**src/rtl/diaosi_types_pkg.sv**
```systemverilog
// Shared types for the diaosi memory-side blocks: arbiter FSM states and
// the encoding of the RAM status bus.
package diaosi_types_pkg;

  typedef enum logic [1:0] {
    ARB_IDLE_DIAOSI,
    ARB_IREQ_DIAOSI,
    ARB_DREQ_DIAOSI
  } arb_state_t;

  typedef enum logic [1:0] {
    FREE_DIAOSI   = 2'd0,
    BUSY_DIAOSI   = 2'd1,
    ACCESS_DIAOSI = 2'd2,
    ERROR_DIAOSI  = 2'd3
  } ramstate_t;

endpackage

```
**src/rtl/diaosi_arb_timer.sv**
```systemverilog
// Clear/enable wait counter; expire is high while the count sits at TIMEOUT-1.
module diaosi_arb_timer #(
  parameter int unsigned TIMEOUT = 64
) (
  input  logic clk,
  input  logic rst,
  input  logic clear,
  input  logic en,
  output logic expire
);

  localparam int unsigned TW = (TIMEOUT > 1) ? $clog2(TIMEOUT) : 1;

  logic [TW-1:0] cnt;

  always_ff @(posedge clk) begin
    if (rst || clear) begin
      cnt <= '0;
    end else if (en) begin
      cnt <= cnt + 1'b1;
    end
  end

  assign expire = (cnt == TW'(TIMEOUT - 1));

endmodule

```
**src/rtl/diaosi_mem_arbiter.sv**
```systemverilog
// Shares one RAM port between instruction fetch and data memory: data has
// priority, a streak counter bounds fetch starvation, a timer aborts stuck accesses.
module diaosi_mem_arbiter
  import diaosi_types_pkg::*;
#(
  parameter int unsigned STREAK_MAX = 4,
  parameter int unsigned TIMEOUT    = 64,
  parameter logic [31:0] ERR_WORD   = 32'hBAD1BAD1
) (
  input  logic        CLK,
  input  logic        RST,
  input  logic        iREN,
  input  logic [31:0] iaddr,
  output logic        iwait,
  output logic [31:0] iload,
  input  logic        dREN,
  input  logic        dWEN,
  input  logic [31:0] daddr,
  input  logic [31:0] dstore,
  output logic        dwait,
  output logic [31:0] dload,
  output logic        ramREN,
  output logic        ramWEN,
  output logic [31:0] ramaddr,
  output logic [31:0] ramstore,
  input  logic [31:0] ramload,
  input  logic [1:0]  ramstate,
  output logic        err
);

  localparam int unsigned SW = $clog2(STREAK_MAX + 1);
  localparam logic [SW-1:0] STREAK_LIM = SW'(STREAK_MAX);

  arb_state_t    state, state_nxt;
  logic [SW-1:0] streak, streak_nxt;
  ramstate_t     rs;
  logic          dpend;
  logic          icomplete, dcomplete;
  logic          fault;
  logic          tmr_en, tmr_expire;

  assign rs    = ramstate_t'(ramstate);
  assign dpend = dREN || dWEN;
  assign iwait = iREN && !icomplete;
  assign dwait = dpend && !dcomplete;

  diaosi_arb_timer #(
    .TIMEOUT(TIMEOUT)
  ) u_timer (
    .clk   (CLK),
    .rst   (RST),
    .clear (state == ARB_IDLE_DIAOSI),
    .en    (tmr_en),
    .expire(tmr_expire)
  );

  always_ff @(posedge CLK) begin
    if (RST) begin
      state  <= ARB_IDLE_DIAOSI;
      streak <= '0;
      err    <= 1'b0;
    end else begin
      state  <= state_nxt;
      streak <= streak_nxt;
      if (fault) err <= 1'b1;
    end
  end

  always_comb begin
    state_nxt  = state;
    streak_nxt = streak;
    ramREN     = 1'b0;
    ramWEN     = 1'b0;
    ramaddr    = '0;
    ramstore   = '0;
    icomplete  = 1'b0;
    dcomplete  = 1'b0;
    iload      = '0;
    dload      = '0;
    fault      = 1'b0;
    tmr_en     = 1'b0;
    case (state)
      ARB_IDLE_DIAOSI: begin
        if (dpend && (!iREN || (streak < STREAK_LIM))) state_nxt = ARB_DREQ_DIAOSI;
        else if (iREN)                                 state_nxt = ARB_IREQ_DIAOSI;
      end
      ARB_IREQ_DIAOSI: begin
        ramREN  = iREN;
        ramaddr = iaddr;
        // A dropped request abandons the transaction before any completion check.
        if (!iREN) begin
          state_nxt = ARB_IDLE_DIAOSI;
        end else if (rs == ACCESS_DIAOSI || rs == ERROR_DIAOSI || tmr_expire) begin
          icomplete  = 1'b1;
          fault      = (rs != ACCESS_DIAOSI);
          iload      = fault ? ERR_WORD : ramload;
          state_nxt  = ARB_IDLE_DIAOSI;
          streak_nxt = '0;
        end else begin
          tmr_en = 1'b1;
        end
      end
      ARB_DREQ_DIAOSI: begin
        ramREN   = dREN;
        ramWEN   = dWEN;
        ramaddr  = daddr;
        ramstore = dstore;
        if (!dpend) begin
          state_nxt = ARB_IDLE_DIAOSI;
        end else if (rs == ACCESS_DIAOSI || rs == ERROR_DIAOSI || tmr_expire) begin
          dcomplete = 1'b1;
          fault     = (rs != ACCESS_DIAOSI);
          dload     = fault ? ERR_WORD : ramload;
          state_nxt = ARB_IDLE_DIAOSI;
          if (!iREN)                     streak_nxt = '0;
          else if (streak != STREAK_LIM) streak_nxt = streak + 1'b1;
        end else begin
          tmr_en = 1'b1;
        end
      end
      default: state_nxt = ARB_IDLE_DIAOSI;
    endcase
  end

endmodule

```
**config.mk**
```make
export PLATFORM = sky130hd
export DESIGN_NAME = diaosi_mem_arbiter
export DESIGN_NICKNAME = d
export VERILOG_FILES = /design/src/rtl/diaosi_types_pkg.sv /design/src/rtl/diaosi_arb_timer.sv /design/src/rtl/diaosi_mem_arbiter.sv
export SDC_FILE = /design/constraint.sdc
export NUM_CORES = 1
export LEC_CHECK = 0
export ABC_AREA = 0
export CAP_MARGIN = 10
export CORE_AREA = 2 2 105 107
export DETAILED_ROUTE_END_ITERATION = 12
export DIE_AREA = 0 0 107 109
export DONT_BUFFER_PORTS = 1
export GPL_TIMING_DRIVEN = 0
export PLACE_DENSITY_LB_ADDON = 0.12
export SYNTH_ARGS = -nofsm -noshare
export SYNTH_HDL_FRONTEND = slang
export SYNTH_HIERARCHICAL = 1
export SYNTH_SLANG_ARGS = --single-unit
```
**constraint.sdc**
```tcl
create_clock -name CLK -period 2.2 [get_ports CLK]
set_input_delay 0.44 -clock CLK [delete_from_list [all_inputs] [get_ports CLK]]
set_output_delay 0.44 -clock CLK [all_outputs]
set_load 0.02 [all_outputs]
```
==> results of run 1 <==
==> cell usage in the layout, fill, tap and decap left out, types with 3 or more instances in the layout <==
master | netlist | routed
nor2_4 | 0 | 26
a21oi_1 | 5 | 3
buf_2 | 10 | 5
and2_2 | 0 | 36
ha_1 | 7 | 5
nand4_1 | 4 | 4
clkbuf_8 | 0 | 3
buf_6 | 0 | 3
a22oi_1 | 32 | 15
a22oi_2 | 0 | 17
buf_4 | 1 | 11
nor2b_1 | 35 | 5
dfxtp_1 | 12 | 8
dfxtp_2 | 0 | 4
o21ai_1 | 3 | 3
nor2_2 | 0 | 13
and2_1 | 61 | 21
inv_1 | 6 | 6
and2_4 | 0 | 4
nand2_1 | 14 | 12
clkbuf_2 | 0 | 4
nor2_1 | 65 | 26
xor2_1 | 3 | 3
clkbuf_4 | 0 | 4
nor2b_4 | 0 | 30
==> Yosys cell counts (2+ instances only) <==
library cell and count:
ha_1 7, buf_1 3, a211oi_1 2, or3_1 2
nand2b_1 2, nor2_1 65, o21ai_1 3, a21oi_1 5
xor2_1 3, buf_2 10, nor2b_1 35, nand3_1 3
and2_1 61, dfxtp_1 12, nand2_1 14, inv_1 6
o21ai_0 2, nand4_1 4, and3_1 2, clkbuf_1 10
a22oi_1 32
==> through the flow <==
stage                     utilization (%)  TNS, ns  cells
after floorplan                         -        0    299
after global placement               19.5    -7.66    439
after detailed placement             19.5    -8.59    439
after CTS                            27.3   -0.183    452
after global routing                 28.6   -0.340    454
final                                28.6        0    454
==> power groups by stage <==
stage	logic, mW	registers, mW	clock network [mW]
after detailed placement	0.426	0.233	0
after floorplan	0.348	0.231	0
after CTS	0.587	0.228	0.215
after global routing	0.649	0.229	0.222
after global placement	0.426	0.233	0
final	0.609	0.229	0.200
==> kinds of logic after synthesis <==
family	count (synthesis)	share of synthesized area, %
muxes	1	0.528
AOI/OAI and AO/OA	52	19.8
buffers and inverters	30	6.80
DFF	12	12.7
adders and majority gates	7	4.62
and+or+nand+nor	193	53.7
xor gates and xnor gates	4	1.85
==> registers in the layout (all words and copies together) (netlist names) <==
register	flops
streak	3
state	2
u_timer/cnt	6
err	1
==> per-layer routing <==
metal  vias to the layer above  track usage (%)
met4                         0             1.86
met3                         4             3.23
met1                      1058             18.1
met2                        93             23.8
met5                         -                0
li1                       1040                -
==> worst max-delay path, cell delays in order (launching register included) <==
cell and delay, ns:
dfxtp_2 0.36, inv_1 0.07, ha_1 0.22, buf_6 0.15, clkbuf_2 0.21, a22oi_1 0.34, nor2b_4 0.11
==> layout make-up <==
| cell class | instances | share of cell area [%] |
|---|---|---|
| flip-flops and latches | 12 | 8.10 |
| repair buffers | 10 | 4.05 |
| plain buffers | 24 | 6.16 |
| clock buffers | 3 | 1.36 |
| multi-input cells | 259 | 73.8 |
| inverters | 6 | 0.744 |
| well taps | 140 | 5.79 |
==> final timing paths <==
check / slack, ns / cells past startpoint / startpoint / end
worst max-delay path: 0.04 / 6 / state[0] / ramaddr[17]
worst min-delay path: 0.26 / 1 / RST / err
worst max register to register: 0.19 / 9 / state[0] / u_timer/cnt[5]
worst min register to register: 0.50 / 2 / streak[0] / streak[0]
==> timing repair <==
item / CTS / global route
setup endpoints to repair: 124 / 106
pin swaps: 20 / 5
gates resized for setup: 205 / 46
cloned: 4 / 0
buffers inserted: 7 / 2
==> summary.txt, run 1 <==
Timing
  – Final Skew: 0.00191 ns
  – Hold slack: 0.264 ns
  – Final worst path period share: 98.0%
  – Final Hold Viols: 0
  – Worst-margin pin slew: 0.406 ns
  – Fmax: 0.464 GHz
  – Max transition margin: 72.9%
  – Final Max Slew Viols: 0
  – Endpoints failing setup: 0
  – RSZ-0062 raised after global routing: yes
  – Min cycle time layout: 2.16 ns
  – Worst setup margin: 0.0431 ns

Synth
  – Cells after synthesis: 299
  – Ys async rst share: 0%
  – Mean Syn Cell Area: 6.34 µm²
  – Yosys top cell by area: and2_1
  – Post-synth top area share: 20.1%
  – Top FF cell, synth: dfxtp_1
  – Syn_nets: 441
  – Synth top area cells: and2_1 (20%), nor2_1 (13%), dfxtp_1 (13%)
  – Post-Syn Area: 1890 µm²
  – Register area share after synthesis: 12.7%
  – Post-synth EDFFs: 0
  – Yosys Warn Count: 6
  – #FFs+latches synth: 12
  – Post-synth cell types: 37

Power
  – Maximum VDD drop: 0.249 mV
  – Logic pwr share: 58.7%
  – Internal power: 572 µW
  – Sequential share of power: 22.0%
  – Total Power: 1.04 mW
  – Switch share: 44.9%
  – Pwr dens: 343 nW/µm²
  – Leak Pwr: 1.05 nW
  – Net load switching power: 467 µW
  – Clk network pwr share: 19.3%

Min path
  – Worst min path class: input pin to flop

Routing
  – Routed length on met1: 3930 µm
  – Avg WL per Cell: 20.0 µm
  – DRT iter0 DRCs: 106
  – Routed WL: 9080 µm
  – # DRC: 0
  – ANT nets after route: 0
  – Via count: 2195
  – Met2 Wirelength: 4630 µm
  – DR top layer: met4
  – Via density per instance: 4.83
  – Met3 wire length: 477 µm
  – First-pass DRT Iterations: 4

Global route
  – All-Layer GR Usage: 13.8%
  – GRT overflow: 0
  – Number of global-route vias before repair: 2168
  – Antenna violations before repair: 0
  – First-pass GRT wire length: 12500 µm
  – Largest net degree at the start of global routing: 12

Layout
  – Fillers: 1126
  – Register Area: 245 µm²
  – Multi-input logic area: 2230 µm²
  – Diodes inserted: 0
  – Area Growth Syn to Fin: 59.8%
  – Layout Nets: 458
  – Ratio of cells with drive above 1 in the final layout: 58.0%
  – Fin area: 3030 µm²

Placement
  – DP Area: 2070 µm²
  – Post-Place Setup Slack: -0.459 ns
  – Buffers on Ports: 0
  – Gp weighted congestion: 0.909
  – DPL Wire Length: 6950 µm

Clock network
  – Worst-Skew Late Latency: 0.24 ns
  – Clock Path Buffers: 2
  – Clock root buffer master: clkbuf_8
  – Clk slew on worst S/H paths: 0.05 ns
  – CTS tree: built
  – Clk sink count: 12
  – Cts bufs inserted: 3
  – Htree depth: 1
  – Hold buffer count at CTS: 0

Die
  – Chip height: 109 µm
  – Core area: 10600 µm²
  – I/O pins: 268
  – Die X: 107 µm
  – Site row count: 38
  – Die ar.: 11700 µm²
  – Initial Util: 17.9%

Outcome
  – Status: finished, final reports clean

Setup path
  – Critical path launch point type: flop
  – Crit Path Max Fanout: 10
  – WP data required: 1.76 ns
  – Classification of the worst setup path: flop to primary output
  – CP Capture Type: primary output
  – WP data arrival: 1.72 ns

Flow run
  – Max-Cap Viols: 0
Power figures use the tool's default switching activity.
==> run 2: changes to the inputs <==
==> constraint.sdc (replaced) <==
create_clock -name CLK -period 2.2 [get_ports CLK]
set_input_delay 0.44 -clock CLK [delete_from_list [all_inputs] [get_ports CLK]]
set_output_delay 0.44 -clock CLK [all_outputs]
set_load 0.1 [all_outputs]
==> summary.txt, run 2 (same netlist as run 1, synthesis figures left out) <==
Flow run
  – Max-Cap Viols: 0

Routing
  – ANT nets after route: 0
  – Avg WL per Cell: 19.8 µm
  – # DRC: 0
  – First-pass DRT Iterations: 4
  – Via count: 2343
  – Via density per instance: 4.92
  – DRT iter0 DRCs: 86
  – Routed WL: 9430 µm

Timing
  – Worst-margin pin slew: 0.983 ns
  – Worst setup margin: -0.212 ns
  – Final Max Slew Viols: 0
  – Final Skew: 0.00191 ns
  – Fmax: 0.415 GHz
  – Max transition margin: 34.4%
  – Min cycle time layout: 2.41 ns
  – Endpoints failing setup: 69
  – RSZ-0062 raised after global routing: yes
  – Final Hold Viols: 0
  – Final worst path period share: 110%

Setup path
  – Buf/Inv on CP: 2
  – WP data arrival: 1.97 ns
  – CP Capture Type: primary output
  – Worst r2r src: state[0]
  – Crit Path Max Fanout: 8
  – Classification of the worst setup path: flop to primary output
  – Critical path launch point type: flop
  – Crit-path leading delay family: simple AND/OR/NAND/NOR gates
  – FF-to-FF path depth: 8
  – Slowest-stage cell, CP: nor2_4
  – WP data required: 1.76 ns
  – Worst path cell trace: ha_4 -> nand3_2 -> nor2_2 -> or2_1 -> buf_6 -> nand3_4 -> buf_12 -> nor2_4
  – Worst path max stage delay: 0.49 ns
  – Reg2reg setup slack: 0.19 ns
  – R2R Path End: u_timer/cnt[5]

Global route
  – Largest net degree at the start of global routing: 11
  – Antenna violations before repair: 0
  – First-pass GRT wire length: 12700 µm
  – GRT overflow: 0
  – Number of global-route vias before repair: 2241
  – All-Layer GR Usage: 14.2%

Layout
  – Biggest regs: u_timer/cnt (6), streak (3), state (2)
  – Ratio of cells with drive above 1 in the final layout: 70.2%
  – Reg with most FFs: u_timer/cnt
  – Most frequent cells in the layout: and2_4 (57), nor2_4 (38), nor2b_4 (32)
  – Fillers: 1065
  – Diodes inserted: 0
  – Area Growth Syn to Fin: 94.1%
  – Layout Nets: 480
  – Max reg flops: 6
  – Fin area: 3680 µm²
  – Most common cell after layout, fill and taps aside: and2_4

Clock network
  – Hold buffer count at CTS: 0
  – CTS tree: built
  – Clock Path Buffers: 2
  – Htree depth: 1
  – Clock root buffer master: clkbuf_8
  – Worst-Skew Late Latency: 0.24 ns
  – Cts bufs inserted: 3
  – Clk slew on worst S/H paths: 0.05 ns
  – Clk sink count: 12

Die
  – Site row count: 38
  – Chip height: 109 µm
  – Die X: 107 µm
  – Initial Util: 17.9%
  – Die ar.: 11700 µm²
  – I/O pins: 268
  – Core area: 10600 µm²

Outcome
  – Status: finished with violations
  – Failing checks: setup timing

Placement
  – Gp weighted congestion: 0.830
  – Buffers on Ports: 0
  – DPL Wire Length: 7390 µm
  – DP Area: 2700 µm²

Min path
  – Min-Delay Endpoint: err
  – Hold path depth: 1
  – Worst Min Path Start: RST
  – Worst min path class: input pin to flop

Power
  – Leak Pwr: 1.34 nW
  – Maximum VDD drop: 0.207 mV
  – Total Power: 1.82 mW
  – Pwr dens: 496 nW/µm²
## run 2: cell count changes in the layout (fill, tap and decap cells not counted), sizes merged
| cell | previous run | this run |
|---|---|---|
| buf | 24 | 50 |
| clkbuf | 13 | 11 |
| nand2 | 15 | 14 |
| nand3 | 5 | 4 |
## run 2: routing by layer
metal,vias to the layer above,GRT usage (%),wire (µm)
li1,1074,-,-
met2,165,28.4,5210
met5,-,0,0
met4,0,3.15,151
met1,1096,15.6,3400
met3,8,2.21,670
## run 2: final cells by class
type	count	area, µm²	area share, %
timing repair buffer	34	440	12.0
buffer	24	310	8.44
inverter	6	27.5	0.749
sequential	12	255	6.94
clock buffer	3	41.3	1.12
multi-input combinational	257	2430	66.0
tap	140	175	4.77
## run 2: how the worst max path moves through the flow
stage	startpoint	end	slack [ns]	cells past startpoint
6_report	u_timer/cnt[1]	iload[31]	-0.21	8
5_1_grt	u_timer/cnt[1]	iload[4]	-0.30	8
4_1_cts	u_timer/cnt[1]	iload[20]	-0.24	8
3_5_place_dp	state[1]	ramaddr[3]	-0.59	4
3_3_place_gp	state[1]	ramaddr[3]	-0.58	4
2_1_floorplan	state[1]	ramaddr[28]	-0.19	6
## run 2: through the flow
stage	util [%]	hold slack [ns]	setup WS, ns	instances	setup TNS [ns]
6_report	34.7	0.269	-0.212	476	-8.04
5_1_grt	34.7	0.259	-0.298	476	-13.67
4_1_cts	33.4	0.265	-0.237	470	-9.13
3_5_place_dp	25.4	0.498	-0.590	439	-29.44
3_3_place_gp	25.4	0.485	-0.578	439	-28.47
2_1_floorplan	-	0.464	-0.185	299	-2.54
## run 2: timing repair
item / in CTS / in global routing
setup endpoints to repair: 133 / 111
buffers inserted: 20 / 5
pin swaps: 49 / 20
gates cloned: 8 / 2
gates resized for setup: 187 / 19
## run 2: where the power goes
group	leakage (nW)	internal [mW]	switching (mW)
combinational	1.22	0.383	1.01
clock	0.0216	0.121	0.0810
sequential	0.100	0.219	0.0130
==> run 3: changes to the inputs <==
==> constraint.sdc (replaced) <==
create_clock -name CLK -period 2.8 [get_ports CLK]
set_input_delay 0.56 -clock CLK [delete_from_list [all_inputs] [get_ports CLK]]
set_output_delay 0.56 -clock CLK [all_outputs]
set_load 0.1 [all_outputs]
==> summary.txt, run 3 (same netlist as run 1, synthesis figures left out) <==
Die
  – Die X: 107 µm
  – Chip height: 109 µm
  – Site row count: 38
  – Core area: 10600 µm²
  – Die ar.: 11700 µm²
  – Initial Util: 17.9%
  – I/O pins: 268

Routing
  – Routed WL: 7880 µm
  – DRT iter0 DRCs: 43
  – Avg WL per Cell: 17.7 µm
  – Via count: 2213
  – Via density per instance: 4.97
  – ANT nets after route: 0
  – First-pass DRT Iterations: 3
  – # DRC: 0

Layout
  – Max reg flops: 6
  – Reg with most FFs: u_timer/cnt
  – Multi-input logic area: 2190 µm²
  – Most frequent cells in the layout: and2_2 (45), nor2_4 (36), a22oi_1 (32), nor2b_4 (32), nor2_1 (28)
  – Final core occ: 26.9%
  – Most common cell after layout, fill and taps aside: and2_2
  – Fillers: 1132
  – Final Non-Filler Cells: 445
  – Fin area: 2860 µm²
  – Ratio of cells with drive above 1 in the final layout: 54.8%
  – Area Growth Syn to Fin: 50.8%
  – Layout Nets: 448
  – Diodes inserted: 0
  – Register Area: 243 µm²
  – Biggest regs: u_timer/cnt (6), streak (3), state (2)

Setup path
  – Classification of the worst setup path: flop to primary output
  – Critical path launch point type: flop
  – Slowest-stage cell, CP: and2_2
  – WP data required: 2.24 ns
  – WP data arrival: 2.19 ns
  – Crit-path leading delay family: simple AND/OR/NAND/NOR gates
  – CP Capture Type: primary output
  – Buf/Inv on CP: 3
  – Worst path cell trace: inv_1 -> ha_1 -> buf_4 -> o21ai_1 -> nor2_1 -> buf_2 -> and2_2
  – Worst path max stage delay: 0.50 ns
  – Crit Path Max Fanout: 10

Power
  – Leak Pwr: 0.990 nW
  – Maximum VDD drop: 0.151 mV
  – Pwr dens: 451 nW/µm²

Clock network
  – Htree depth: 1
  – Clock root buffer master: clkbuf_8
  – Clk slew on worst S/H paths: 0.06 ns
  – Worst-Skew Late Latency: 0.24 ns
  – Clk sink count: 12
  – CTS tree: built
  – Hold buffer count at CTS: 0
  – Cts bufs inserted: 3
  – Clock Path Buffers: 2

Timing
  – Min cycle time layout: 2.75 ns
  – Fmax: 0.364 GHz
  – Final TNS setup: 0 ns
  – Endpoints failing setup: 0
  – Final Hold Viols: 0
  – Final Skew: 0.00208 ns
  – Final Max Slew Viols: 0
  – Worst-margin pin slew: 1.00 ns
  – Worst setup margin: 0.0540 ns
  – Max transition margin: 33.2%
  – Final worst path period share: 98.1%
  – RSZ-0062 raised after global routing: yes

Placement
  – Gp weighted congestion: 0.761
  – DPL Wire Length: 6540 µm
  – Buffers on Ports: 0
  – DP Area: 2250 µm²
  – DP Cell Count: 439
  – Post-Place Setup Slack: -0.430 ns

Global route
  – Number of global-route vias before repair: 2129
  – First-pass GRT wire length: 11200 µm
  – Largest net degree at the start of global routing: 11
  – Antenna violations before repair: 0
  – All-Layer GR Usage: 12.1%
  – GRT overflow: 0

Flow run
  – Max-Cap Viols: 0

Min path
  – Worst min path class: input pin to flop

Outcome
  – Status: finished, final reports clean
## run 3: final timing paths
path,from,end,slack [ns],cells past startpoint
hold / removal,RST,err,0.38,1
setup reg to reg,state[0],u_timer/cnt[5],0.60,8
hold reg to reg,u_timer/cnt[5],u_timer/cnt[5],0.50,2
setup / recovery,state[0],dload[30],0.05,7
## run 3: report_power, final
| part | switching (mW) | internal, mW | total, mW | leakage (nW) |
|---|---|---|---|---|
| Combinational | 0.746 | 0.163 | 0.909 | 0.863 |
| Clock | 0.0698 | 0.124 | 0.194 | 0.0288 |
| Sequential | 0.00971 | 0.174 | 0.184 | 0.0981 |
| Total | 0.825 | 0.462 | 1.29 | 0.990 |
## run 3: stage by stage
stage	total power, mW	hold WS (ns)
after detailed placement	1.01	0.484
final	1.29	0.381
after floorplan	0.935	0.458
after global placement	0.996	0.488
after CTS	1.27	0.371
after global routing	1.34	0.371
## run 3: layout make-up
cell class,count,share of cell area (%)
Clock buffer,4,1.93
Buffer,24,4.86
Tap cell,140,6.13
Multi-Input combinational cell,257,76.8
Timing Repair Buffer,2,0.964
Sequential cell,12,8.50
Inverter,6,0.788
## run 3: metal layers
metal	wire, µm	vias up	track usage, %	share of wire (%)
met5	0	-	0	0
met4	126	0	3.80	1.6
met3	525	10	1.49	6.7
met2	4330	132	24.2	55
met1	2900	1062	13.2	37
li1	-	1009	-	-
## run 3: what timing repair did
action,in CTS,in global routing
buffers inserted,1,1
hold endpoints to repair,0,0
resized for setup,130,45
pin swaps,12,2
endpoints found under the setup margin,130,90
gates cloned,0,0
